File: config.mk
export PLATFORM = sky130hd
export DESIGN_NAME = dnn_argmax_fix_flat
export DESIGN_NICKNAME = d
export VERILOG_FILES = /design/src/rtl/dnn_fix_pkg.sv /design/src/rtl/dnn_argmax_fix_if.sv /design/src/rtl/dnn_top2_update.sv /design/src/rtl/dnn_argmax_fix.sv /design/src/flat_wrapper.sv
export SDC_FILE = /design/constraint.sdc
export NUM_CORES = 1
export LEC_CHECK = 0
export ABC_AREA = 1
export CORE_MARGIN = 2
export CORE_UTILIZATION = 35
export DETAILED_ROUTE_END_ITERATION = 12
export GPL_TIMING_DRIVEN = 0
export PLACE_DENSITY = 0.62
export SKIP_LAST_GASP = 1
export SYNTH_ARGS = -nofsm -noshare
export SYNTH_HDL_FRONTEND = slang
export SYNTH_SLANG_ARGS = --single-unit
File: constraint.sdc
create_clock -name clk -period 4 [get_ports clk]
set_input_delay 1 -clock clk [delete_from_list [all_inputs] [get_ports clk]]
set_output_delay 1 -clock clk [all_outputs]
set_load 0.01 [all_outputs]
File: src/rtl/dnn_fix_pkg.sv
// Shared definitions for the fixed-point MNIST inference datapath:
// default score geometry, the signed score type, the argmax FSM states,
// and the most negative representable score.
package dnn_fix_pkg;

  localparam int unsigned DNN_DATA_WIDTH = 16;
  localparam int unsigned DNN_N_CLASSES  = 10;

  typedef logic signed [DNN_DATA_WIDTH-1:0] score_t;

  typedef enum logic [1:0] {
    IDLE = 2'd0,
    SCAN = 2'd1,
    HOLD = 2'd2
  } argmax_state_t;

  localparam score_t SCORE_MIN = {1'b1, {(DNN_DATA_WIDTH-1){1'b0}}};

endpackage

File: src/rtl/dnn_argmax_fix_if.sv
// Classifier result interface: score snapshot request, consumer ack and
// registered result outputs. With DNN_ARGMAX_MARGIN_EN defined the
// confidence outputs (margin, low_conf) are also carried.
interface dnn_argmax_fix_if #(
  parameter int unsigned DATA_WIDTH = 16,
  parameter int unsigned N_CLASSES  = 10,
  parameter int unsigned IDX_WIDTH  = 4
);

  logic                                 start;
  logic [N_CLASSES-1:0][DATA_WIDTH-1:0] scores;
  logic                                 ack;
  logic                                 busy;
  logic                                 valid;
  logic [IDX_WIDTH-1:0]                 digit;
  logic [DATA_WIDTH-1:0]                max_score;
  logic                                 overrun;
`ifdef DNN_ARGMAX_MARGIN_EN
  logic [DATA_WIDTH:0]                  margin;
  logic                                 low_conf;

  modport master (
    output start, scores, ack,
    input  busy, valid, digit, max_score, overrun, margin, low_conf
  );

  modport slave (
    input  start, scores, ack,
    output busy, valid, digit, max_score, overrun, margin, low_conf
  );
`else
  modport master (
    output start, scores, ack,
    input  busy, valid, digit, max_score, overrun
  );

  modport slave (
    input  start, scores, ack,
    output busy, valid, digit, max_score, overrun
  );
`endif

endinterface

File: src/rtl/dnn_top2_update.sv
// Combinational running-max update against one candidate score.
// Strictly-greater replaces the best, so ties keep the lower index.
// With DNN_ARGMAX_MARGIN_EN the runner-up is tracked as well: a new best
// demotes the old best, otherwise a candidate above the runner-up replaces it.
module dnn_top2_update #(
  parameter int unsigned DATA_WIDTH = 16,
  parameter int unsigned IDX_WIDTH  = 4
) (
  input  logic signed [DATA_WIDTH-1:0] best_i,
  input  logic        [IDX_WIDTH-1:0]  best_idx_i,
`ifdef DNN_ARGMAX_MARGIN_EN
  input  logic signed [DATA_WIDTH-1:0] second_i,
  output logic signed [DATA_WIDTH-1:0] second_o,
`endif
  input  logic signed [DATA_WIDTH-1:0] cand_i,
  input  logic        [IDX_WIDTH-1:0]  cand_idx_i,
  output logic signed [DATA_WIDTH-1:0] best_o,
  output logic        [IDX_WIDTH-1:0]  best_idx_o
);

  // Compare candidate against the running best (and runner-up)
  always_comb begin
    best_o     = best_i;
    best_idx_o = best_idx_i;
`ifdef DNN_ARGMAX_MARGIN_EN
    second_o   = second_i;
`endif
    if (cand_i > best_i) begin
      best_o     = cand_i;
      best_idx_o = cand_idx_i;
`ifdef DNN_ARGMAX_MARGIN_EN
      second_o   = best_i;
    end else if (cand_i > second_i) begin
      second_o   = cand_i;
`endif
    end
  end

endmodule

File: src/rtl/dnn_argmax_fix.sv
// Argmax classifier stage: snapshots N_CLASSES signed scores on start,
// scans one per clock and presents the winning digit and score with a
// valid/ack handshake. Optional feature macro: DNN_ARGMAX_MARGIN_EN adds
// best-minus-second margin and a low-confidence flag.
module dnn_argmax_fix
  import dnn_fix_pkg::*;
#(
  parameter int unsigned DATA_WIDTH    = DNN_DATA_WIDTH,
  parameter int unsigned N_CLASSES     = DNN_N_CLASSES,
  parameter int unsigned IDX_WIDTH     = 4,
  parameter int unsigned MARGIN_THRESH = 256
) (
  input logic             clk,
  input logic             rst,
  dnn_argmax_fix_if.slave bus
);

  typedef logic signed [DATA_WIDTH-1:0] sc_t;

  localparam logic [IDX_WIDTH-1:0] LAST_IDX = IDX_WIDTH'(N_CLASSES - 1);
`ifdef DNN_ARGMAX_MARGIN_EN
  localparam sc_t MIN_SCORE = {1'b1, {(DATA_WIDTH-1){1'b0}}};
`endif

  argmax_state_t        state_q, state_d;
  sc_t                  snap_q [N_CLASSES];
  sc_t                  snap_d [N_CLASSES];
  sc_t                  best_q, best_d;
  logic [IDX_WIDTH-1:0] best_idx_q, best_idx_d;
  logic [IDX_WIDTH-1:0] idx_q, idx_d;
  logic                 busy_q, busy_d;
  logic                 valid_q, valid_d;
  logic [IDX_WIDTH-1:0] digit_q, digit_d;
  sc_t                  max_score_q, max_score_d;
  logic                 overrun_q, overrun_d;
  logic                 accept;

  sc_t                  upd_best;
  logic [IDX_WIDTH-1:0] upd_idx;

`ifdef DNN_ARGMAX_MARGIN_EN
  sc_t                  second_q, second_d;
  sc_t                  upd_second;
  logic [DATA_WIDTH:0]  margin_q, margin_d;
  logic [DATA_WIDTH:0]  margin_next;
  logic                 low_conf_q, low_conf_d;
`endif

  dnn_top2_update #(
    .DATA_WIDTH (DATA_WIDTH),
    .IDX_WIDTH  (IDX_WIDTH)
  ) u_top2 (
    .best_i     (best_q),
    .best_idx_i (best_idx_q),
`ifdef DNN_ARGMAX_MARGIN_EN
    .second_i   (second_q),
    .second_o   (upd_second),
`endif
    .cand_i     (snap_q[idx_q]),
    .cand_idx_i (idx_q),
    .best_o     (upd_best),
    .best_idx_o (upd_idx)
  );

  // Next-state and datapath: scan, commit, handshake and overrun tracking
  always_comb begin
    state_d     = state_q;
    snap_d      = snap_q;
    best_d      = best_q;
    best_idx_d  = best_idx_q;
    idx_d       = idx_q;
    busy_d      = busy_q;
    valid_d     = valid_q;
    digit_d     = digit_q;
    max_score_d = max_score_q;
    overrun_d   = overrun_q;
`ifdef DNN_ARGMAX_MARGIN_EN
    second_d    = second_q;
    margin_d    = margin_q;
    low_conf_d  = low_conf_q;
    // Sign-extend both operands one bit so the difference is exact and non-negative
    margin_next = {upd_best[DATA_WIDTH-1], upd_best} - {upd_second[DATA_WIDTH-1], upd_second};
`endif
    accept = bus.start && ((state_q == IDLE) || ((state_q == HOLD) && bus.ack));

    unique case (state_q)
      IDLE: ;
      SCAN: begin
        if (bus.start) overrun_d = 1'b1;
        best_d     = upd_best;
        best_idx_d = upd_idx;
        idx_d      = idx_q + 1'b1;
`ifdef DNN_ARGMAX_MARGIN_EN
        second_d   = upd_second;
`endif
        if (idx_q == LAST_IDX) begin
          state_d     = HOLD;
          busy_d      = 1'b0;
          valid_d     = 1'b1;
          digit_d     = upd_idx;
          max_score_d = upd_best;
`ifdef DNN_ARGMAX_MARGIN_EN
          margin_d    = margin_next;
          low_conf_d  = (margin_next < (DATA_WIDTH+1)'(MARGIN_THRESH));
`endif
        end
      end
      HOLD: begin
        if (bus.ack) begin
          valid_d = 1'b0;
          state_d = IDLE;
        end else if (bus.start) begin
          overrun_d = 1'b1;
        end
      end
      default: state_d = IDLE;
    endcase

    // A start taken together with ack in HOLD overrides the return to IDLE
    if (accept) begin
      for (int unsigned i = 0; i < N_CLASSES; i++) snap_d[i] = sc_t'(bus.scores[i]);
      best_d     = sc_t'(bus.scores[0]);
      best_idx_d = '0;
      idx_d      = IDX_WIDTH'(1);
      busy_d     = 1'b1;
      state_d    = SCAN;
`ifdef DNN_ARGMAX_MARGIN_EN
      second_d   = MIN_SCORE;
`endif
    end
  end

  // State and result registers with synchronous reset
  always_ff @(posedge clk) begin
    if (rst) begin
      state_q     <= IDLE;
      for (int unsigned i = 0; i < N_CLASSES; i++) snap_q[i] <= '0;
      best_q      <= '0;
      best_idx_q  <= '0;
      idx_q       <= '0;
      busy_q      <= 1'b0;
      valid_q     <= 1'b0;
      digit_q     <= '0;
      max_score_q <= '0;
      overrun_q   <= 1'b0;
`ifdef DNN_ARGMAX_MARGIN_EN
      second_q    <= '0;
      margin_q    <= '0;
      low_conf_q  <= 1'b0;
`endif
    end else begin
      state_q     <= state_d;
      snap_q      <= snap_d;
      best_q      <= best_d;
      best_idx_q  <= best_idx_d;
      idx_q       <= idx_d;
      busy_q      <= busy_d;
      valid_q     <= valid_d;
      digit_q     <= digit_d;
      max_score_q <= max_score_d;
      overrun_q   <= overrun_d;
`ifdef DNN_ARGMAX_MARGIN_EN
      second_q    <= second_d;
      margin_q    <= margin_d;
      low_conf_q  <= low_conf_d;
`endif
    end
  end

  assign bus.busy      = busy_q;
  assign bus.valid     = valid_q;
  assign bus.digit     = digit_q;
  assign bus.max_score = max_score_q;
  assign bus.overrun   = overrun_q;
`ifdef DNN_ARGMAX_MARGIN_EN
  assign bus.margin    = margin_q;
  assign bus.low_conf  = low_conf_q;
`endif

endmodule

File: src/flat_wrapper.sv
// flat-port wrapper written by rule: the top's interface ports become plain ports
module dnn_argmax_fix_flat import dnn_fix_pkg::*;
#(
  parameter int unsigned DATA_WIDTH    = DNN_DATA_WIDTH,
  parameter int unsigned N_CLASSES     = DNN_N_CLASSES,
  parameter int unsigned IDX_WIDTH     = 4,
  parameter int unsigned MARGIN_THRESH = 256
)
  (clk, rst, bus_start, bus_scores, bus_ack, bus_busy, bus_valid, bus_digit, bus_max_score, bus_overrun);
  dnn_argmax_fix_if #(.DATA_WIDTH(DATA_WIDTH), .N_CLASSES(N_CLASSES), .IDX_WIDTH(IDX_WIDTH)) bus_i ();
  input logic clk;
  input logic rst;
  input wire logic [$bits(bus_i.start)-1:0] bus_start;
  input wire logic [$bits(bus_i.scores)-1:0] bus_scores;
  input wire logic [$bits(bus_i.ack)-1:0] bus_ack;
  output wire logic [$bits(bus_i.busy)-1:0] bus_busy;
  output wire logic [$bits(bus_i.valid)-1:0] bus_valid;
  output wire logic [$bits(bus_i.digit)-1:0] bus_digit;
  output wire logic [$bits(bus_i.max_score)-1:0] bus_max_score;
  output wire logic [$bits(bus_i.overrun)-1:0] bus_overrun;
  assign bus_i.start = bus_start;
  assign bus_i.scores = bus_scores;
  assign bus_i.ack = bus_ack;
  assign bus_busy = bus_i.busy;
  assign bus_valid = bus_i.valid;
  assign bus_digit = bus_i.digit;
  assign bus_max_score = bus_i.max_score;
  assign bus_overrun = bus_i.overrun;
  dnn_argmax_fix #(.DATA_WIDTH(DATA_WIDTH), .N_CLASSES(N_CLASSES), .IDX_WIDTH(IDX_WIDTH), .MARGIN_THRESH(MARGIN_THRESH)) u_core (.clk(clk), .rst(rst), .bus(bus_i));
endmodule
Word-level counts from Yosys, hierarchy flattened:

Cells that the tools add are included.

* flip-flop bits (word level): 209
* bits of input ports: 164
* output and inout port bits: 23
* logic and storage cells: 71

* add/sub/neg operators: 1
* order comparisons: 2
* equality and inequality tests: 9
* mux-type cells: 22
* bitwise gates (word level): 2
* reduce and logical (&&, ||, !) cells: 14

Operators with widths (count)
* 16-bit two-way mux: 5
* 16-bit binary-select mux with 4-bit select: 1
* 16-bit > comparator: 1
* 1-bit two-way mux: 10
* 3-bit AND reduction: 3
* 2-bit case mux with 3 select lines: 1
* 2-bit AND reduction: 3
* 2-bit nonzero test: 3
* 5-bit greater-or-equal comparator, second input constant: 1
* 4-bit inverter with 5-bit output: 1
* 4-bit by 1-bit adder with 4-bit output, second input constant: 1
* 4-bit equality test, second input constant: 1
* 2-bit two-way mux: 2
* 4-bit two-way mux: 1
* 2-bit by 1-bit != test with 1-bit output, second input constant: 2
* 2-bit != test, second input constant: 2
* 1-bit case mux with 2 select lines: 2
* 3-bit by 1-bit != test with 1-bit output, second input constant: 1
* 3-bit by 2-bit != test with 1-bit output, second input constant: 1
* 2-bit by 1-bit equality test with 1-bit output, second input constant: 1
* 2-bit equality test, second input constant: 1
* 1-bit logical AND: 2
* 2-bit zero test: 1
* 2-bit OR reduction: 1
* 2 further kinds: 2

Depth between registers and ports, before layout:

Gate-level depths: netlist of the first run.

* depth after elaboration: 8
* mapped depth: 27
* mapped depth without buffers: 24

By module:

A second synthesis of the first run with hierarchy kept.

* cell total of the unflattened synthesis: 1415
* area, all modules: 9703.1 µm²

By module, submodules not included
* dnn_argmax_fix: instances 1, cells an instance 1273, area an instance 8924.8 µm², seq. area each 4184.0 µm²
* dnn_top2_update: instances 1, cells an instance 142, area an instance 778.2 µm², seq. area each 0.0 µm²

Worst setup path after synthesis of the first run:

No wires, ideal clock.

* path type: reg2reg
* start point: register u_core.idx_q[0]
* end point: register u_core.max_score_q[10], in the netlist u_core.bus.max_score[10]
* arrival time: 2336 ps
* data required time: 3891 ps
* slack: 1555 ps
* stages on the path, launching flop included: 20
* path buffers: 3
* period minus slack after synthesis: 2445 ps
* cell sequence: dfxtp_1 -> buf_6 -> buf_4 -> nand2_1 -> nand3_1 -> nand3_1 -> nand3_1 -> nand2_2 -> ha_1 -> a21oi_1 -> o21ai_0 -> a21oi_1 -> nand3_1 -> nand3_1 -> buf_2 -> nand2_1 -> nand2_1 -> nand2_1 -> nand2_1 -> inv_1

* word-level cells in the longest chain between the ends: 6

Ends and longest elaborated chain
* start: declaration: line dnn_argmax_fix.sv:30 `logic [IDX_WIDTH-1:0] idx_q, idx_d;`
* start signal: assignment: line dnn_argmax_fix.sv:156 `idx_q <= idx_d;`
* 4-bit inverter with 5-bit output (implied by the code): line dnn_argmax_fix.sv:59 `.cand_i (snap_q[idx_q]),`
* 16-bit binary-select mux with 4-bit select: line dnn_argmax_fix.sv:59
* 16-bit two-way mux (implied by the code) (2 in series): line dnn_argmax_fix.sv:59
* 16-bit > comparator: line dnn_top2_update.sv:28 `if (cand_i > best_i) begin`
* 16-bit two-way mux: line dnn_top2_update.sv:28
* end signal: assignment: line dnn_argmax_fix.sv:160 `max_score_q <= max_score_d;`
* end: declaration: line dnn_argmax_fix.sv:34 `sc_t max_score_q, max_score_d;`

Parallel ways exist; a longest one is shown, timed or not. The select of a mux whose other input is x is not followed.
A chain may end at the register's enable or synchronous reset.

Worst setup path in the final report of the first run:

* start point: register u_core.idx_q[0]
* end point: register u_core.max_score_q[14], in the netlist u_core.bus.max_score[14]

The elaborated chain is that of the path after synthesis.

==> metrics.md, run 1 <==
| Metric | Value |
|---|---|
| Met3 Usage GRT | `0.0309` |
| Worst VDD drop | `0.000259 V` |
| Clock Tree Buf Depth | `3` |
| Top_reg_cell synth | `dfxtp_1` |
| Sw Ratio | `0.301` |
| Io pins | `187` |
| Main area contributors after synthesis | `dfxtp_1, nand2_1, o21ai_0, inv_1, nand3_1` |
| Rows | `62` |
| CP delay by family, top | `simple AND/OR/NAND/NOR gates` |
| Yosys warnings | `0` |
| Die ar. | `0.0301 mm2` |
| Final WS setup | `882 ps` |
| Syn Area/Cell | `6.68 um2` |
| Max-cap violations | `0` |
| DRC | `0` |
| Yosys cell types | `28` |
| Synth Area in Compound Gates | `0.164` |
| Worst path bufs/invs | `6` |
| CTS Hold Bufs | `0` |
| Die extent in y | `174 um` |
| Core area | `0.0285 mm2` |
| Area Overhead vs Synth | `31.2%` |
| Via count | `10300` |
| Internal | `4.17 mW` |
| Skew final | `5.77 ps` |
| Placed insts | `2075` |
| Endpoint type of the worst setup path | `flop` |
| Critical path type | `flop to flop` |
| Worst endpoint required time | `4400 ps` |
| CTS sink count | `209` |
| Max stage delay on crit path | `410 ps` |
| Port Buf Inserts | `185` |
| Detail Route Antenna Nets | `0` |
| Synth async-reset ratio | `0` |
| Flop pwr share | `0.387` |
| Largest family of logic cells by synthesized area | `simple AND/OR/NAND/NOR gates` |
| Worst Setup EP | `u_core.bus.max_score[14]$_SDFFE_PP0P_` |
| CTS tree | `done` |
| Final Max Slew Viols | `0` |
| RSZ-0062 raised after global routing | `no` |
| Met1 Track Usage GR | `0.309` |
| Share of the synthesized area in the top cell type | `0.416` |
| Clock power share | `0.372` |
| Cells resized by post-CTS repair | `0` |
| Worst setup SP type | `flop` |
| FF-to-FF setup slack | `880 ps` |
| GP Congestion | `0.893` |
| Switch Pwr | `1.79 mW` |
| Ant diodes | `0` |
| Hold WC Path Type | `flop to flop` |
| Initial Utilization | `0.353` |
| DR vias/cell | `4.89` |
| Post-Place Worst Slack | `863 ps` |
| Clk root buf | `clkbuf_16` |
| First-pass GRT wire length | `53.4 mm` |
| Syn_nets | `1688` |
| Synth Area in Adders | `0.0224` |
| Gr usage total | `0.224` |
| Synth cell count leaders | `nand2_1, dfxtp_1, inv_1` |
| Post-layout min period | `3120 ps` |
| Vias in the first global route | `9881` |
| Post-synthesis sequential area ratio | `0.416` |
| Synthesized cell area | `0.0101 mm2` |
| Clock Latency Late Sink | `510 ps` |
| Final Hold Viols | `0` |
| Worst path cell trace | `buf_6 > inv_6 > buf_6 > nand2_1 > nand3_1 > nand3_1 > nand3_1 > nand2_1 > ha_1 > nand2_1 > inv_1 > nand2_1 > nand2_1 > nand2_1 > nand2_1 > nand2_1 > nand3_1 > nand3_1 > buf_2 > nand2_1 > nand2_1 > nand2_1 > nand2_1 > inv_1` |
| Slowest-stage cell, CP | `dfxtp_1` |
| Grt met2 use | `0.358` |
| Layout Nets | `1899` |
| Crit path DAT | `3520 ps` |
| Post-DP HPWL | `26.7 mm` |
| Layout cells sized above 1 | `0.0744` |
| DRT iter0 DRCs | `921` |
| PwrDens | `452 mW/mm2` |
| FF-to-FF path depth | `24` |
| Synthesized instance count | `1506` |
| 1st-pass router iterations | `7` |
| Clock transition at path regs | `60 ps` |
| Final TNS setup | `0 ps` |
| CTS buffer count | `24` |
| WL final | `34.2 mm` |
| Post-synth EDFFs | `0` |
| Setup Fix Bufs, Post-CTS | `0` |
| Critical R2R Launch | `u_core.idx_q[0]$_SDFFE_PP0P_` |
| Total gr overflow | `0` |
| FF-to-FF End | `u_core.bus.max_score[14]$_SDFFE_PP0P_` |
| Peak Freq | `321 MHz` |
| WP depth | `24` |
| Xor-xnor portion of the synthesized cell area | `0` |
| Synth Register Bits | `209` |
| Worst-path fanout max | `10` |
| Initial antenna violation count | `0` |
| Status | `finished clean` |
| Logic pwr share | `0.240` |
| CP dominant cell by count | `nand2_1` |
| Chip width | `174 um` |
| Worst Tran Pin Value | `645 ps` |
| Post-synth top area cell | `dfxtp_1` |
| Gr busiest metal | `met2` |
| Top-count cell post-synth | `nand2_1` |
| Worst slew margin | `0.570` |
| Largest net degree at the start of global routing | `13` |
| Simple-Gate Fraction of Synth Area | `0.268` |
| Crit path from | `u_core.idx_q[0]$_SDFFE_PP0P_` |
| H-tree depth | `1` |
| DR WL/cell | `16.2 um` |
| Final worst path period share | `0.779` |
| Post-synthesis mux area share | `0` |
| Pleak | `5.83 nW` |
| # setup viols final | `0` |
| Final std cells w/o fill | `2117` |
-- power by group through the flow --
| stage | registers, mW | clock network (mW) | logic, mW |
|---|---|---|---|
| finish | 2.31 | 2.22 | 1.43 |
| global placement | 2.35 | 0 | 1.40 |
| CTS | 2.31 | 2.26 | 1.43 |
| detailed placement | 2.35 | 0 | 1.42 |
| floorplan | 2.34 | 0 | 0.923 |
| global route | 2.33 | 2.35 | 1.61 |
-- kinds of logic (layout without fill, tap and decap cells) --
kind of cell	after synthesis	count (layout)
AOI/OAI and AO/OA	322	322
adders and majority gates	18	18
buffers and inverters	306	533
DFF	209	209
and+or+nand+nor	651	651
-- placed cells by master, fill, tap and decap left out, drive strengths merged --
| master | instances |
|---|---|
| a21o | 1 |
| a21oi | 124 |
| buf | 63 |
| bufinv | 2 |
| clkbuf | 78 |
| clkdlybuf4s50 | 185 |
| clkinv | 3 |
| dfxtp | 209 |
| ha | 18 |
| inv | 202 |
| nand2 | 343 |
| nand3 | 128 |
| nand4 | 21 |
| nor2 | 154 |
| nor3 | 4 |
| o211ai | 2 |
| o21ai | 178 |
| o22ai | 16 |
| o31ai | 1 |
| or2 | 1 |
-- flip-flops by register name, summed over array words and instances, names as in the netlist --
| signal | cells |
|---|---|
| u_core.snap_q | 160 |
| u_core.best_q | 16 |
| u_core.bus.max_score | 16 |
| u_core.best_idx_q | 4 |
| u_core.bus.digit | 4 |
| u_core.idx_q | 4 |
| u_core.state_q | 2 |
| u_core.bus.busy | 1 |
| u_core.bus.overrun | 1 |
| u_core.bus.valid | 1 |
-- worst min path at each step --
stage | from | cells after the start | endpoint | slack (ps)
2_1_floorplan | u_core.snap_q[32]$_SDFFE_PP0P_ | 2 | u_core.snap_q[32]$_SDFFE_PP0P_ | 430
3_3_place_gp | u_core.snap_q[125]$_SDFFE_PP0P_ | 2 | u_core.snap_q[125]$_SDFFE_PP0P_ | 440
3_5_place_dp | u_core.snap_q[127]$_SDFFE_PP0P_ | 2 | u_core.snap_q[127]$_SDFFE_PP0P_ | 440
4_1_cts | u_core.snap_q[69]$_SDFFE_PP0P_ | 2 | u_core.snap_q[69]$_SDFFE_PP0P_ | 450
5_1_grt | u_core.snap_q[41]$_SDFFE_PP0P_ | 2 | u_core.snap_q[41]$_SDFFE_PP0P_ | 470
6_report | u_core.snap_q[69]$_SDFFE_PP0P_ | 2 | u_core.snap_q[69]$_SDFFE_PP0P_ | 450
-- metrics by stage --
| step | cell area, um2 | total power, mW | hold WS (ps) | utilization |
|---|---|---|---|---|
| global route | 13200 | 6.29 | 471 | 0.464 |
| global placement | 12400 | 3.74 | 438 | 0.435 |
| floorplan | 10100 | 3.26 | 429 | - |
| detailed placement | 12400 | 3.77 | 443 | 0.435 |
| CTS | 13200 | 5.99 | 452 | 0.464 |
| finish | 13200 | 5.97 | 452 | 0.464 |
-- routing by layer --
layer / part of all wire / wire [um] / vias up
li1: - / - / 5225
met1: 0.46 / 15600 / 4677
met2: 0.44 / 15100 / 380
met3: 0.068 / 2310 / 65
met4: 0.036 / 1220 / 0
met5: 0 / 0 / -
-- tightest hold or removal path: cells and delay by family (launching register included) --
| family | cells | cell delay, ps |
|---|---|---|
| compound gates | 1 | 50 |
| buf+inv | 1 | 60 |
| flops | 1 | 300 |
-- final cells by class --
type / instances / area, um2
fill: 2921 / 15300
timing repair buffer: 185 / 1850
clock buffer: 38 / 734
sequential: 209 / 4180
clock inverter: 4 / 70.1
buffer: 103 / 541
multi-input combinational: 991 / 4570
inverter: 203 / 767
tap: 384 / 480
Power figures use the tool's default switching activity.
==> run 2, diff against run 1 <==
==> constraint.sdc (replaced) <==
create_clock -name clk -period 3.11 [get_ports clk]
set_input_delay 0.7775 -clock clk [delete_from_list [all_inputs] [get_ports clk]]
set_output_delay 0.7775 -clock clk [all_outputs]
set_load 0.01 [all_outputs]
==> run 2 against run 1 <==
- via count is essentially flat
- first-iteration DRC count shrank 14%
- maximum frequency grew 6.7%
- critical path depth shrank 3
==> metrics.md, run 2 (synthesis results as in run 1) <==
| Metric | Value |
|---|---|
| Status | `finished clean` |
| Final WS setup | `189 ps (-694 ps)` |
| Max stage delay on crit path | `360 ps (-50 ps)` |
| Fill count | `2909 (-0.41%)` |
| FF-to-FF path depth | `21 (-13%)` |
| Ant diodes | `0 (unchanged)` |
| Post-DP HPWL | `26.7 mm (unchanged)` |
| Endpoint type of the worst setup path | `flop` |
| FF-to-FF End | `u_core.bus.max_score[2]$_SDFFE_PP0P_` |
| Slowest-stage cell, CP | `dfxtp_4` |
| PwrDens | `582 mW/mm2 (+29%)` |
| Final worst path period share | `0.939 (+0.160)` |
| Worst-path fanout max | `10 (unchanged)` |
| Most common cell after layout, fill and taps aside | `nand2_1` |
| Post-Place Worst Slack | `52.9 ps (-810 ps)` |
| Chip width | `174 um (unchanged)` |
| Crit path DAT | `3330 ps (-190 ps)` |
| Die ar. | `0.0301 mm2 (unchanged)` |
| Detail Route Antenna Nets | `0 (unchanged)` |
| Peak Freq | `342 MHz (+6.7%)` |
| Rows | `62 (unchanged)` |
| Gr usage total | `0.224 (unchanged)` |
| CP dominant cell by count | `nand2_1` |
| Port Buf Inserts | `185 (unchanged)` |
| Die extent in y | `174 um (unchanged)` |
| DRC | `0 (unchanged)` |
| 1st-pass router iterations | `5 (-2)` |
| CP delay by family, top | `simple AND/OR/NAND/NOR gates` |
| Worst endpoint required time | `3520 ps (-880 ps)` |
| Clock transition at path regs | `60 ps (about the same)` |
| Final Cell Area | `0.0134 mm2 (+1.7%)` |
| Worst Tran Pin Value | `673 ps (+27.7 ps)` |
| Sequential cell area | `0.00419 mm2 (about the same)` |
| Most frequent cells in the layout | `nand2_1, dfxtp_1, clkdlybuf4s50_1, inv_1, o21ai_0` |
| Pleak | `5.91 nW (+1.4%)` |
| Number of flip-flops in the largest register | `160 (unchanged)` |
| DRT iter0 DRCs | `793 (-14%)` |
| Layout cells sized above 1 | `0.0945 (+0.0200)` |
| CTS tree | `done` |
| Worst slew margin | `0.551 (-0.0185)` |
| Initial antenna violation count | `0 (unchanged)` |
| Post-layout min period | `2920 ps (-196 ps)` |
| DR vias/cell | `4.88 (-0.21%)` |
| CTS sink count | `209 (unchanged)` |
| Worst Setup EP | `u_core.bus.max_score[2]$_SDFFE_PP0P_` |
| Total gr overflow | `0 (unchanged)` |
| Multi-input logic area | `0.00470 mm2 (+2.8%)` |
| Clk root buf | `clkbuf_16` |
| Vias in the first global route | `9881 (unchanged)` |
| Core area | `0.0285 mm2 (unchanged)` |
| Skew final | `7.71 ps (+1.94 ps)` |
| Worst path bufs/invs | `5 (-1)` |
| Area Overhead vs Synth | `33.4%` |
| FF-to-FF setup slack | `190 ps (-690 ps)` |
| # setup viols final | `0 (unchanged)` |
| First-pass GRT wire length | `53.4 mm (unchanged)` |
| Layout Nets | `1902 (+0.16%)` |
| Critical path type | `flop to flop` |
| Critical R2R Launch | `u_core.idx_q[0]$_SDFFE_PP0P_` |
| Worst path cell trace | `buf_12 > inv_8 > buf_6 > nand2_1 > nand3_1 > nand3_2 > nand3_1 > nand2_2 > ha_1 > nand4_1 > nor3_2 > nand2_1 > nand2_1 > nand2_2 > nand3_4 > buf_4 > nand2_1 > nand2_1 > nand2_1 > nand2_1 > inv_1` |
| Post-layout power | `7.81 mW (+31%)` |
| Largest net degree at the start of global routing | `13 (unchanged)` |
| Via count | `10300 (-0.068%)` |
| Biggest register | `u_core.snap_q` |
| CTS buffer count | `24 (unchanged)` |
| Io pins | `187 (unchanged)` |
| Worst VDD drop | `0.000341 V (+32%)` |
| Final Max Slew Viols | `0 (unchanged)` |
| GP Congestion | `0.893 (unchanged)` |
| Clock Latency Late Sink | `510 ps (about the same)` |
| Clock Tree Buf Depth | `3 (unchanged)` |
| WL final | `34.5 mm (+0.79%)` |
| Hold WC Path Type | `flop to flop` |
| Dpl cell area | `0.0124 mm2 (unchanged)` |
| Initial Utilization | `0.353 (unchanged)` |
| H-tree depth | `1 (unchanged)` |
| CTS Hold Bufs | `0 (unchanged)` |
| Final Hold Viols | `0 (unchanged)` |
| Worst setup SP type | `flop` |
| Max-cap violations | `0 (unchanged)` |
| Crit path from | `u_core.idx_q[0]$_SDFFE_PP0P_` |
| WP depth | `21 (-13%)` |
| DR WL/cell | `16.3 um (+0.65%)` |
## run 2: cell count changes in the layout (fill, tap and decap cells not counted), sizes merged
cell | before | now
clkbuf | 78 | 81
## run 2: repair_timing
| action | 4_1_cts | 5_1_grt |
|---|---|---|
| endpoints found under the setup margin | 0 | 40 |
| endpoints found under the hold margin | 0 | 0 |
| setup buffers | 0 | 1 |
| gates resized for setup | 0 | 66 |
## run 2: worst min path at each step
stage / from / depth (start not counted) / end / slack, ps
after floorplan: u_core.snap_q[32]$_SDFFE_PP0P_ / 2 / u_core.snap_q[32]$_SDFFE_PP0P_ / 430
after global placement: u_core.snap_q[125]$_SDFFE_PP0P_ / 2 / u_core.snap_q[125]$_SDFFE_PP0P_ / 440
after detailed placement: u_core.snap_q[127]$_SDFFE_PP0P_ / 2 / u_core.snap_q[127]$_SDFFE_PP0P_ / 440
after CTS: u_core.snap_q[69]$_SDFFE_PP0P_ / 2 / u_core.snap_q[69]$_SDFFE_PP0P_ / 450
after global routing: u_core.snap_q[67]$_SDFFE_PP0P_ / 2 / u_core.snap_q[67]$_SDFFE_PP0P_ / 470
final: u_core.snap_q[44]$_SDFFE_PP0P_ / 2 / u_core.snap_q[44]$_SDFFE_PP0P_ / 450
## run 2: worst register-to-register path, cell delays in order, from the launching register on
cell	delay, ps
dfxtp_4	360
buf_12	150
inv_8	110
buf_6	150
nand2_1	60
nand3_1	140
nand3_2	110
nand3_1	110
nand2_2	90
ha_1	310
nand4_1	100
nor3_2	250
nand2_1	120
nand2_1	90
nand2_2	90
nand3_4	110
buf_4	160
nand2_1	70
nand2_1	80
nand2_1	60
nand2_1	60
inv_1	30
## run 2: layout make-up
type / count / area share
well taps: 384 / 0.0358
multi-input cells: 991 / 0.350
clock inverters: 4 / 0.00522
flip-flops and latches: 209 / 0.312
clock buffers: 38 / 0.0547
repair buffers: 188 / 0.140
inverters: 203 / 0.0573
plain buffers: 103 / 0.0451
## run 2: power by group
part           switching (mW)  internal [mW]  total [mW]  leakage, nW
clock network            1.09           1.77        2.86        0.396
logic                    1.19          0.780        1.97         3.79
registers              0.0800           2.89        2.97         1.73
## run 2: routing by layer
layer | vias to the layer above | share of wire | global-route usage
li1 | 5231 | - | -
met1 | 4715 | 0.46 | 0.309
met2 | 334 | 0.45 | 0.358
met3 | 60 | 0.059 | 0.0309
met4 | 0 | 0.033 | 0.0823
met5 | - | 0 | 0
## run 2: per-stage QoR
step,TNS [ps],cells,hold WS (ps),util
global route,-113,2120,474,0.471
floorplan,0,1506,429,-
detailed placement,0,2075,443,0.435
finish,0,2120,452,0.471
global placement,0,2075,438,0.435
CTS,0,2117,452,0.464
==> run 3, diff against run 2 <==
--- a/config.mk
+++ b/config.mk
@@ -6,11 +6,13 @@
 export NUM_CORES = 1
 export LEC_CHECK = 0
 export ABC_AREA = 1
+export CELL_PAD_IN_SITES_DETAIL_PLACEMENT = 1
+export CELL_PAD_IN_SITES_GLOBAL_PLACEMENT = 1
 export CORE_MARGIN = 2
 export CORE_UTILIZATION = 35
 export DETAILED_ROUTE_END_ITERATION = 12
 export GPL_TIMING_DRIVEN = 0
-export PLACE_DENSITY = 0.62
+export PLACE_DENSITY = 0.82
 export SKIP_LAST_GASP = 1
 export SYNTH_ARGS = -nofsm -noshare
 export SYNTH_HDL_FRONTEND = slang
==> constraint.sdc (replaced) <==
create_clock -name clk -period 3.7 [get_ports clk]
set_input_delay 0.925 -clock clk [delete_from_list [all_inputs] [get_ports clk]]
set_output_delay 0.925 -clock clk [all_outputs]
set_load 0.01 [all_outputs]
==> run 3 against run 2 <==
- via count increased by 3.1%
- highest routed layer unchanged
- sequential share of layout area increased by 0.54 points
- clock power decreased by 16%
- global-route usage increased by 2.6 points
- sequential cell count unchanged
- total power decreased by 17%
- sequential power decreased by 16%
- register-to-register slack improved by 310 ps
- worst hold slack improved by 2.5 ps
- largest cell class unchanged
- clock-buffer cell count decreased by 6
- largest power group unchanged
- die area unchanged
==> metrics.md, run 3 (synthesis results as in run 1) <==
| Metric | Value |
|---|---|
| Clock power share | `0.368 (+0.002)` |
| FF-to-FF End | `u_core.bus.max_score[13]$_SDFFE_PP0P_` |
| DRT iter0 DRCs | `663 (-16%)` |
| Switch Pwr | `2.05 mW (-13%)` |
| Worst-path fanout max | `10 (unchanged)` |
| Worst Tran Pin Value | `694 ps (+20.5 ps)` |
| Max stage delay on crit path | `400 ps (+40 ps)` |
| DR vias/cell | `5.04 (+3.4%)` |
| Flop pwr share | `0.385 (+0.004)` |
| Total gr overflow | `0 (unchanged)` |
| Slowest-stage cell, CP | `dfxtp_1` |
| Worst endpoint required time | `4120 ps (+600 ps)` |
| CTS sink count | `209 (unchanged)` |
| Setup Fix Bufs, Post-CTS | `0 (unchanged)` |
| Skew final | `12.9 ps (+5.22 ps)` |
| Critical path type | `flop to flop` |
| Fill count | `3689 (+27%)` |
| Worst setup SP type | `flop` |
| Core area | `0.0285 mm2 (unchanged)` |
| Largest net degree at the start of global routing | `13 (unchanged)` |
| Worst VDD drop | `0.000293 V (-14%)` |
| Final Util | `0.463 (-0.00839)` |
| Io pins | `187 (unchanged)` |
| Post-layout min period | `3210 ps (+284 ps)` |
| Most frequent cells in the layout | `nand2_1, dfxtp_1, clkdlybuf4s50_1, inv_1, o21ai_0` |
| Multi-input logic area | `0.00457 mm2 (-2.7%)` |
| Clk root buf | `clkbuf_16` |
| Clock transition at path regs | `60 ps (about the same)` |
| Final std cells w/o fill | `2114 (-0.28%)` |
| Critical R2R Launch | `u_core.idx_q[0]$_SDFFE_PP0P_` |
| Hold WC Path Type | `flop to flop` |
| Via count | `10700 (+3.1%)` |
| FF-to-FF path depth | `20 (-4.8%)` |
| H-tree depth | `1 (unchanged)` |
| Final Max Slew Viols | `0 (unchanged)` |
| CTS buffer count | `25 (+4.2%)` |
| DRC | `0 (unchanged)` |
| Pleak | `5.83 nW (-1.4%)` |
| Die ar. | `0.0301 mm2 (unchanged)` |
| Rows | `62 (unchanged)` |
| Worst Setup EP | `u_core.bus.max_score[13]$_SDFFE_PP0P_` |
| Area Overhead vs Synth | `31.0%` |
| Logic pwr share | `0.247 (-0.006)` |
| Initial Utilization | `0.353 (unchanged)` |
| Sw Ratio | `0.316 (+0.0136)` |
| Gr usage total | `0.250 (+0.0260)` |
| Final worst path period share | `0.866 (-0.0731)` |
| Final TNS setup | `0 ps (unchanged)` |
| Post-DP HPWL | `29.4 mm (+10%)` |
| PwrDens | `493 mW/mm2 (-15%)` |
| Worst path cell trace | `buf_6 > inv_6 > buf_6 > nand2_1 > nand3_1 > nand3_1 > nand3_1 > nand2_2 > ha_1 > a21oi_1 > o21ai_0 > a21oi_1 > nand3_1 > nand3_1 > buf_2 > nand2_1 > nand2_1 > nand2_1 > nand2_1 > inv_1` |
| Worst slew margin | `0.538 (-0.0137)` |
| 1st-pass router iterations | `4 (-1)` |
| Chip width | `174 um (unchanged)` |
| Biggest register | `u_core.snap_q` |
| Cells resized by post-CTS repair | `0 (unchanged)` |
| Endpoint type of the worst setup path | `flop` |
| Max-cap violations | `0 (unchanged)` |
| Peak Freq | `312 MHz (-8.8%)` |
| Port Buf Inserts | `185 (unchanged)` |
| Ant diodes | `0 (unchanged)` |
| GP Congestion | `0.888 (-0.65%)` |
| Internal | `4.45 mW (-18%)` |
| Clock Tree Buf Depth | `3 (unchanged)` |
| Clock Latency Late Sink | `530 ps (+20 ps)` |
| Detail Route Antenna Nets | `0 (unchanged)` |
| Final Hold Viols | `0 (unchanged)` |
| # setup viols final | `0 (unchanged)` |
| Layout cells sized above 1 | `0.0769 (-0.0176)` |
| Crit path from | `u_core.idx_q[0]$_SDFFE_PP0P_` |
| Initial antenna violation count | `1 (+1)` |
| Placed insts | `2075 (unchanged)` |
| Crit path DAT | `3620 ps (+290 ps)` |
| WL final | `37.8 mm (+9.5%)` |
| RSZ-0062 raised after global routing | `no` |
| Sequential cell area | `0.00418 mm2 (about the same)` |
| FF-to-FF setup slack | `490 ps (+310 ps)` |
| Most common cell after layout, fill and taps aside | `nand2_1` |
| DR WL/cell | `17.9 um (+9.8%)` |
| First-pass GRT wire length | `59.6 mm (+12%)` |
| Status | `finished clean` |
| Die extent in y | `174 um (unchanged)` |
| Layout Nets | `1900 (-0.11%)` |
| Vias in the first global route | `11200 (+14%)` |
| CTS tree | `done` |
| CTS Hold Bufs | `0 (unchanged)` |
| Number of flip-flops in the largest register | `160 (unchanged)` |
[run 3: cell types whose count changed in the layout (fill, tap and decap cells not counted), moves of 3 or more]
cell	change
nand3_1	+19
nand3_2	-18
buf_2	+7
buf_6	-6
clkbuf_1	-4
clkbuf_2	-4
nand2_1	+4
nand2_2	-4
a21oi_1	+3
a21oi_2	-3
clkinv_2	+3
[run 3: power groups by stage]
stage	Clock, mW	Sequential (mW)	Combinational (mW)
3_5_place_dp	0	2.55	1.57
2_1_floorplan	0	2.53	0.998
5_1_grt	2.52	2.52	1.79
6_report	2.39	2.50	1.60
3_3_place_gp	0	2.54	1.52
4_1_cts	2.43	2.50	1.59
[run 3: how the worst min path moves through the flow]
stage                               startpoint                              end  slack (ps)  depth (start not counted)
6_report       u_core.snap_q[115]$_SDFFE_PP0P_  u_core.snap_q[115]$_SDFFE_PP0P_         450                          2
5_1_grt         u_core.snap_q[85]$_SDFFE_PP0P_   u_core.snap_q[85]$_SDFFE_PP0P_         480                          2
4_1_cts         u_core.snap_q[46]$_SDFFE_PP0P_   u_core.snap_q[46]$_SDFFE_PP0P_         460                          2
3_5_place_dp    u_core.snap_q[46]$_SDFFE_PP0P_   u_core.snap_q[46]$_SDFFE_PP0P_         450                          2
3_3_place_gp   u_core.snap_q[127]$_SDFFE_PP0P_  u_core.snap_q[127]$_SDFFE_PP0P_         440                          2
2_1_floorplan   u_core.snap_q[32]$_SDFFE_PP0P_   u_core.snap_q[32]$_SDFFE_PP0P_         430                          2
[run 3: worst max-delay path, delay by kind of cell, from the launching register on]
kind	cells	cell delay (ps)
fa+ha+maj	1	280
buf+inv	5	730
compound gates	3	500
simple gates	11	1180
flops	1	400
[run 3: metal layers]
metal | routed length [um] | up-vias | track usage
met5 | 0 | - | 0
li1 | - | 5212 | -
met2 | 17700 | 276 | 0.427
met4 | 1170 | 0 | 0.0798
met3 | 2000 | 75 | 0.0406
met1 | 16900 | 5095 | 0.323
[run 3: cell type report]
class / count / share of cell area
Sequential cell: 209 / 0.317
Buffer: 103 / 0.0410
Clock buffer: 32 / 0.0548
Clock inverter: 7 / 0.00484
Tap cell: 384 / 0.0364
Timing Repair Buffer: 185 / 0.140
Multi-Input combinational cell: 991 / 0.347
Inverter: 203 / 0.0582
[run 3: through the flow]
stage	hold slack, ps	instance area [um2]	power, mW	worst slack [ps]
floorplan	429	10100	3.53	1260
global placement	438	12400	4.06	640
detailed placement	447	12400	4.12	548
CTS	455	13200	6.52	501
global route	477	13200	6.83	161
finish	454	13200	6.50	495
